===== src/rtl/ram_subquad_ctrl_if.sv =====
// ---------------------------------------------------------------------------
// ram_subquad_pkg / ram_subquad_ctrl_if
//
// Purpose : shared access-size type and the requester-side bus of the
//           sub-quad RAM controller (request handshake plus completion).
//
// Ports (interface signals):
//   req_valid   requester -> ctrl  request present
//   req_ready   ctrl -> requester  controller idle; transfer on valid&&ready
//   req_write   requester -> ctrl  1 = store, 0 = load
//   req_addr    requester -> ctrl  byte address
//   req_type    requester -> ctrl  access size (quad/long/word/byte)
//   req_wdata   requester -> ctrl  store data, right-justified
//   resp_valid  ctrl -> requester  one-cycle completion pulse
//   resp_err    ctrl -> requester  misaligned request, nothing accessed
//   resp_rdata  ctrl -> requester  load data, zero-extended
// ---------------------------------------------------------------------------
package ram_subquad_pkg;

    typedef enum logic [1:0] {
        RAM_QUAD = 2'd0,
        RAM_LONG = 2'd1,
        RAM_WORD = 2'd2,
        RAM_BYTE = 2'd3
    } data_type_t;

endpackage

interface ram_subquad_ctrl_if #(
    parameter int ADDR_WIDTH = 16
);
    import ram_subquad_pkg::*;

    logic                  req_valid;
    logic                  req_ready;
    logic                  req_write;
    logic [ADDR_WIDTH-1:0] req_addr;
    data_type_t            req_type;
    logic [63:0]           req_wdata;
    logic                  resp_valid;
    logic                  resp_err;
    logic [63:0]           resp_rdata;

    // Requester side (loader / CPU memory stage).
    modport master (
        output req_valid, req_write, req_addr, req_type, req_wdata,
        input  req_ready, resp_valid, resp_err, resp_rdata
    );

    // Controller side.
    modport slave (
        input  req_valid, req_write, req_addr, req_type, req_wdata,
        output req_ready, resp_valid, resp_err, resp_rdata
    );

endinterface


===== src/rtl/ram_subquad_ctrl.sv =====
// ---------------------------------------------------------------------------
// ram_subquad_ctrl
//
// Purpose : sequences byte/word/long/quad loads and stores from a single
//           requester onto a 64-bit, big-endian, quad-wide RAM port.
//           Loads are returned zero-extended; sub-quad stores are done as
//           read-modify-write of the containing quad. Misaligned requests
//           complete with an error and never touch the RAM.
//
// Ports:
//   clk        clock, rising edge
//   rst        asynchronous active-high reset
//   bus        requester interface (slave modport): req_* / resp_*
//   ram_en     RAM access this cycle
//   ram_we     write when ram_en
//   ram_addr   quad index (byte address bits [ADDR_WIDTH-1:3]), 0 when idle
//   ram_wdata  write quad, 0 when idle
//   ram_rdata  read quad, valid the cycle after a read-enable cycle
// ---------------------------------------------------------------------------
module ram_subquad_ctrl
    import ram_subquad_pkg::*;
#(
    parameter int ADDR_WIDTH = 16
) (
    input  logic                  clk,
    input  logic                  rst,
    ram_subquad_ctrl_if.slave     bus,
    output logic                  ram_en,
    output logic                  ram_we,
    output logic [ADDR_WIDTH-4:0] ram_addr,
    output logic [63:0]           ram_wdata,
    input  logic [63:0]           ram_rdata
);

    typedef enum logic [2:0] {
        IDLE,
        RD,
        WT,
        WR,
        RESP
    } state_t;

    state_t                state;

    // Request fields captured on accept.
    logic                  write_q;
    logic [ADDR_WIDTH-1:0] addr_q;
    data_type_t            type_q;
    logic [63:0]           wdata_q;

    // -----------------------------------------------------------------------
    // Alignment of the incoming request (evaluated only in IDLE).
    // -----------------------------------------------------------------------
    logic misaligned;

    always_comb begin
        // NOTE: every always_comb output gets a default first so no path
        // leaves it unassigned, which would otherwise infer a latch.
        misaligned = 1'b0;
        case (bus.req_type)
            RAM_QUAD: misaligned = (bus.req_addr[2:0] != 3'b000);
            RAM_LONG: misaligned = (bus.req_addr[1:0] != 2'b00);
            RAM_WORD: misaligned = bus.req_addr[0];
            RAM_BYTE: misaligned = 1'b0;
        endcase
    end

    // -----------------------------------------------------------------------
    // Lane geometry of the registered request.
    // Big-endian: the lane of an aligned access at offset o with n bytes
    // sits 8*(8-o-n) bits above bit 0. Because the access is aligned,
    // (8-o-n) equals ~o with the offset bits that lie inside the access
    // cleared, so the shift is {~o & offset_mask, 3'b000}.
    // -----------------------------------------------------------------------
    logic [2:0]  offset_mask;
    logic [63:0] size_mask;
    logic [5:0]  lane_shift;
    logic [63:0] lane_mask;
    logic [63:0] load_lane;
    logic [63:0] merged_quad;

    always_comb begin
        offset_mask = 3'b000;
        size_mask   = '1;
        case (type_q)
            RAM_BYTE: begin
                offset_mask = 3'b111;
                size_mask   = 64'h0000_0000_0000_00FF;
            end
            RAM_WORD: begin
                offset_mask = 3'b110;
                size_mask   = 64'h0000_0000_0000_FFFF;
            end
            RAM_LONG: begin
                offset_mask = 3'b100;
                size_mask   = 64'h0000_0000_FFFF_FFFF;
            end
            RAM_QUAD: begin
                offset_mask = 3'b000;
                size_mask   = '1;
            end
        endcase
        lane_shift  = {~addr_q[2:0] & offset_mask, 3'b000};
        lane_mask   = size_mask << lane_shift;
        load_lane   = (ram_rdata >> lane_shift) & size_mask;
        merged_quad = (ram_rdata & ~lane_mask) | ((wdata_q & size_mask) << lane_shift);
    end

    // -----------------------------------------------------------------------
    // Control FSM. All outputs are registered: each transition loads the
    // output values of the state being entered, and every output falls back
    // to 0 (req_ready included) unless the target state drives it.
    // -----------------------------------------------------------------------
    always_ff @(posedge clk or posedge rst) begin
        if (rst) begin
            state          <= IDLE;
            write_q        <= 1'b0;
            addr_q         <= '0;
            type_q         <= RAM_QUAD;
            wdata_q        <= '0;
            bus.req_ready  <= 1'b1;
            bus.resp_valid <= 1'b0;
            bus.resp_err   <= 1'b0;
            bus.resp_rdata <= '0;
            ram_en         <= 1'b0;
            ram_we         <= 1'b0;
            ram_addr       <= '0;
            ram_wdata      <= '0;
        end else begin
            // NOTE: sequential state uses non-blocking assignments so every
            // register samples pre-edge values regardless of statement order;
            // the defaults below are overridden later in the same block.
            bus.req_ready  <= 1'b0;
            bus.resp_valid <= 1'b0;
            bus.resp_err   <= 1'b0;
            bus.resp_rdata <= '0;
            ram_en         <= 1'b0;
            ram_we         <= 1'b0;
            ram_addr       <= '0;
            ram_wdata      <= '0;

            case (state)
                IDLE: begin
                    // req_ready is 1 only here, so req_valid alone is accept.
                    if (bus.req_valid) begin
                        write_q <= bus.req_write;
                        addr_q  <= bus.req_addr;
                        type_q  <= bus.req_type;
                        wdata_q <= bus.req_wdata;
                        if (misaligned) begin
                            state          <= RESP;
                            bus.resp_valid <= 1'b1;
                            bus.resp_err   <= 1'b1;
                        end else if (bus.req_write && bus.req_type == RAM_QUAD) begin
                            // Full-quad store needs no read: write directly.
                            state     <= WR;
                            ram_en    <= 1'b1;
                            ram_we    <= 1'b1;
                            ram_addr  <= bus.req_addr[ADDR_WIDTH-1:3];
                            ram_wdata <= bus.req_wdata;
                        end else begin
                            state    <= RD;
                            ram_en   <= 1'b1;
                            ram_addr <= bus.req_addr[ADDR_WIDTH-1:3];
                        end
                    end else begin
                        bus.req_ready <= 1'b1;
                    end
                end

                RD: begin
                    // Read issued this cycle; data arrives in WT.
                    state <= WT;
                end

                WT: begin
                    if (write_q) begin
                        state     <= WR;
                        ram_en    <= 1'b1;
                        ram_we    <= 1'b1;
                        ram_addr  <= addr_q[ADDR_WIDTH-1:3];
                        ram_wdata <= merged_quad;
                    end else begin
                        state          <= RESP;
                        bus.resp_valid <= 1'b1;
                        bus.resp_rdata <= load_lane;
                    end
                end

                WR: begin
                    state          <= RESP;
                    bus.resp_valid <= 1'b1;
                end

                RESP: begin
                    state         <= IDLE;
                    bus.req_ready <= 1'b1;
                end

                default: begin
                    state         <= IDLE;
                    bus.req_ready <= 1'b1;
                end
            endcase
        end
    end

endmodule


===== src/flat_wrapper.sv =====
// flat-port wrapper written by rule: the top's interface ports become plain ports
module ram_subquad_ctrl_flat import ram_subquad_pkg::*;
#(
    parameter int ADDR_WIDTH = 16
)
  (clk, rst, ram_en, ram_we, ram_addr, ram_wdata, ram_rdata, bus_req_valid, bus_req_write, bus_req_addr, bus_req_type, bus_req_wdata, bus_req_ready, bus_resp_valid, bus_resp_err, bus_resp_rdata);
  ram_subquad_ctrl_if #(.ADDR_WIDTH(ADDR_WIDTH)) bus_i ();
  input  logic clk;
  input  logic rst;
  output logic ram_en;
  output logic ram_we;
  output logic [ADDR_WIDTH-4:0] ram_addr;
  output logic [63:0] ram_wdata;
  input  logic [63:0] ram_rdata;
  input wire logic [$bits(bus_i.req_valid)-1:0] bus_req_valid;
  input wire logic [$bits(bus_i.req_write)-1:0] bus_req_write;
  input wire logic [$bits(bus_i.req_addr)-1:0] bus_req_addr;
  input wire logic [$bits(bus_i.req_type)-1:0] bus_req_type;
  input wire logic [$bits(bus_i.req_wdata)-1:0] bus_req_wdata;
  output wire logic [$bits(bus_i.req_ready)-1:0] bus_req_ready;
  output wire logic [$bits(bus_i.resp_valid)-1:0] bus_resp_valid;
  output wire logic [$bits(bus_i.resp_err)-1:0] bus_resp_err;
  output wire logic [$bits(bus_i.resp_rdata)-1:0] bus_resp_rdata;
  assign bus_i.req_valid = bus_req_valid;
  assign bus_i.req_write = bus_req_write;
  assign bus_i.req_addr = bus_req_addr;
  assign bus_i.req_type = bus_req_type;
  assign bus_i.req_wdata = bus_req_wdata;
  assign bus_req_ready = bus_i.req_ready;
  assign bus_resp_valid = bus_i.resp_valid;
  assign bus_resp_err = bus_i.resp_err;
  assign bus_resp_rdata = bus_i.resp_rdata;
  ram_subquad_ctrl #(.ADDR_WIDTH(ADDR_WIDTH)) u_core (.clk(clk), .rst(rst), .bus(bus_i), .ram_en(ram_en), .ram_we(ram_we), .ram_addr(ram_addr), .ram_wdata(ram_wdata), .ram_rdata(ram_rdata));
endmodule

===== config.mk =====
export PLATFORM = sky130hd
export DESIGN_NAME = ram_subquad_ctrl_flat
export DESIGN_NICKNAME = d
export VERILOG_FILES = /design/src/rtl/ram_subquad_ctrl_if.sv /design/src/rtl/ram_subquad_ctrl.sv /design/src/flat_wrapper.sv
export SDC_FILE = /design/constraint.sdc
export NUM_CORES = 1
export LEC_CHECK = 0
export CAP_MARGIN = 0
export CORE_MARGIN = 2
export CORE_UTILIZATION = 35
export CTS_BUF_LIST = sky130_fd_sc_hd__clkbuf_4
export CTS_CLUSTER_DIAMETER = 50
export DETAILED_ROUTE_END_ITERATION = 10
export GPL_TIMING_DRIVEN = 0
export PLACE_DENSITY = 0.63
export SETUP_SLACK_MARGIN = 0.2
export SLEW_MARGIN = 25
export SYNTH_ARGS = -nofsm -noshare
export SYNTH_HDL_FRONTEND = slang
export SYNTH_SLANG_ARGS = --single-unit

===== constraint.sdc =====
create_clock -name clk -period 9.7 [get_ports clk]
set_input_delay 1.94 -clock clk [delete_from_list [all_inputs] [get_ports clk]]
set_output_delay 1.94 -clock clk [all_outputs]
set_load 0.1 [all_outputs]

==> results.ini <==
[power_and_ir_drop]
peakVddDrop_mv = 0.133
p_per_area_nw_per_um2 = 285
total_power_w = 0.00417
p_leak_nw = 6.80

[cts]
clk_pin_slew_ps = 70
ctsLongestPathBuffers = 3
cts-hold-fix-buffers = 0
tritoncts = done
cts.sinks = 232
cts_buffers = 59
htree_levels = 2
cts-resized-gates = 0
insertion_delay_ps = 730
cts_root_buf = clkbuf_4
postCtsSetupBuffers = 0

[timing]
max_freq_ghz = 0.233
relSlewSlack_pct = 25.9
finClkSkew_ps = 60.6
finalHoldViolCount = 0
period_minus_slack_ps = 4290
tightest_slew_ps = 1110
slew_violations = 0
grt_setup_unrepaired = false
fin_crit_sh_pct = 44.2
setup_viol = 0

[final_layout]
areaGrowthSynthToFinish_pct = 40.5
fill_cells = 2863
final_nets = 1524
finish.instance_area_um2 = 14600
drive_gt1_share_pct = 10.7

[logic_synthesis]
yosysWarningCount = 0
synthFlopType = dfrtp_1
yosysTopAreaCellShare_pct = 55.5
synth_nets = 1166
synth.avg_cell_area_um2 = 10.2
yosysTopAreaCell = dfrtp_1
ys_seq_elements = 232
synth_edf_count = 0
async_reset_ff_share_pct = 100
syn-instance-count = 1016
ys_top_cells_by_area = dfrtp_1, nand2_1, mux2i_1
synth.distinct_cells = 63
ys_seq_area_share_pct = 55.8
syn-cell-area_um2 = 10400

[grt]
grt_pass1_wl_mm = 64.1
grt_max_degree = 99
grt_pass1_vias = 9942
antenna_found_initial = 1
grt_overflow = 0
track_usage_pct = 28.2

[worst_setup_path]
cp_top_family = buffers and inverters
arrival_ps = 2350
max_stage_delay_ps = 1130
end_kind = primary output
path_buf_inv = 1
cp_cell_sequence = clkdlybuf4s50_1
critPathKind = reg -> out
crit_required_ps = 7760
crit_fanout = 1
slowest_stage = clkdlybuf4s50_1
worstSetupStartpointType = flip-flop

[detailed_routing]
wl_mm = 44.4
route.detailed.drc = 0
drt_iter0_drc = 984
vias = 9968
first_pass_iters = 6
antenna_left = 0
viasPerCell = 5.51
wl_per_cell_um = 24.6

[floorplanning]
dieWidth_um = 176
dieArea_um2 = 31100
start_util_pct = 35.3
die_h_um = 176
io_pins = 296
row_count = 63
coreArea_um2 = 29500

[status]
status = complete, no violations

[placement]
port_buffers = 295
dp.final_hpwl_mm = 34.5
place_congestion = 0.969
post_dp_cell_area_um2 = 13900

[job]
drv_cap = 0

[hold_path]
min_path_type = reg -> reg

-- area by class of cell --
type                       count  area, um2  area share [%]
buffer                        71        339            2.32
tap                          390        488            3.34
sequential                   232       5810            39.7
inverter                      15       63.8           0.436
multi-input combinational    698       4210            28.8
antenna                        1       2.50          0.0171
clock buffer                  81        608            4.16
timing repair buffer         297       3010            20.6
clock inverter                23       98.8           0.676
-- cells by family after synthesis --
| group | synth area share (%) |
|---|---|
| buf+inv | 3.80 |
| mux | 5.20 |
| compound gates | 17.6 |
| simple gates | 17.6 |
| flops | 55.8 |
-- synth_stat cells (5+ instances only) --
master / number
o221ai_1: 24
o22a_1: 9
o21ai_0: 23
o221a_2: 5
o21ai_2: 6
inv_1: 15
a32oi_1: 8
a21oi_1: 33
dfrtp_1: 231
a211o_1: 9
nand3_1: 11
nand2_1: 298
mux4_2: 8
clkbuf_1: 39
and3_1: 26
and4b_1: 8
a21o_1: 9
a22oi_1: 9
a221o_1: 15
a32o_1: 11
nor2_1: 45
mux2i_1: 35
buf_2: 22
a222oi_1: 11
nand4_1: 5
o22ai_1: 23
o2bb2ai_1: 18
-- worst register-to-register path, delay by kind of cell (launching register included) --
family                 cells  cell delay (ps)
flip-flops                 1              470
AO/OA/AOI/OAI              3             1320
buffers and inverters      2              590
AND/OR/NAND/NOR            1              380
-- layer usage --
metal | share of wire [%] | vias to the layer above | track usage (%) | routed length (um)
met4 | 4.2 | 0 | 11.7 | 1890
met2 | 45 | 613 | 44.6 | 20000
met1 | 40 | 4842 | 37.3 | 17900
met3 | 10 | 109 | 6.68 | 4650
met5 | 0 | - | 0 | 0
li1 | - | 4404 | - | -
-- path summary, 6_finish.rpt --
path / startpoint / endpoint / slack [ps] / depth (start not counted)
hold reg to reg: u_core.wdata_q[48]$_DFFE_PP0P_ / u_core.wdata_q[48]$_DFFE_PP0P_ / 480 / 2
setup reg to reg: u_core.type_q[0]$_DFFE_PP0P_ / u_core.ram_wdata[26]$_DFF_PP0_ / 6880 / 6
setup / recovery: u_core.bus.req_ready$_DFF_PP1_ / bus_req_ready / 5410 / 1
max in group asynchronous: rst / u_core.ram_wdata[57]$_DFF_PP0_ / 6870 / 4
min in group asynchronous: rst / u_core.ram_wdata[1]$_DFF_PP0_ / 1630 / 2
hold / removal: u_core.wdata_q[48]$_DFFE_PP0P_ / u_core.wdata_q[48]$_DFFE_PP0P_ / 480 / 2
-- metrics by stage --
step	util, %	setup TNS, ps	instances	setup WS [ps]	hold WS [ps]
2_1_floorplan	-	0	1016	1400	446
3_5_place_dp	47.2	0	1703	5430	463
6_report	49.6	0	1808	5410	477
4_1_cts	49.6	0	1807	5380	479
3_3_place_gp	47.0	-366050	1701	-1610	457
5_1_grt	49.6	0	1808	5350	500
-- cells in the final DEF, fill, tap and decap left out, types with 11 or more instances in the layout --
cell type,count
mux2i_1,35
a221o_1,15
a21oi_1,33
o21ai_0,23
o2bb2ai_1,18
dfrtp_1,231
o221ai_1,24
a32o_1,11
clkbuf_1,39
a222oi_1,11
nand3_1,11
nand2_1,298
and3_1,26
o22ai_1,23
clkdlybuf4s50_1,295
inv_1,14
clkinv_1,16
clkbuf_4,81
nor2_1,45
buf_2,22
-- report_power, final --
part / switching (W) / total, W / internal (W)
clock network: 0.000400 / 0.000786 / 0.000386
logic: 0.00144 / 0.00200 / 0.000558
registers: 0.000182 / 0.00139 / 0.00121
-- state kept, by name (all words and copies together), names as in the netlist --
register	count
u_core.addr_q	16
u_core.bus.req_ready	1
u_core.bus.resp_err	1
u_core.bus.resp_rdata	64
u_core.bus.resp_valid	1
u_core.ram_addr	13
u_core.ram_en	1
u_core.ram_wdata	64
u_core.ram_we	1
u_core.state	3
u_core.type_q	2
u_core.wdata_q	64
u_core.write_q	1
Power figures use the tool's default switching activity.
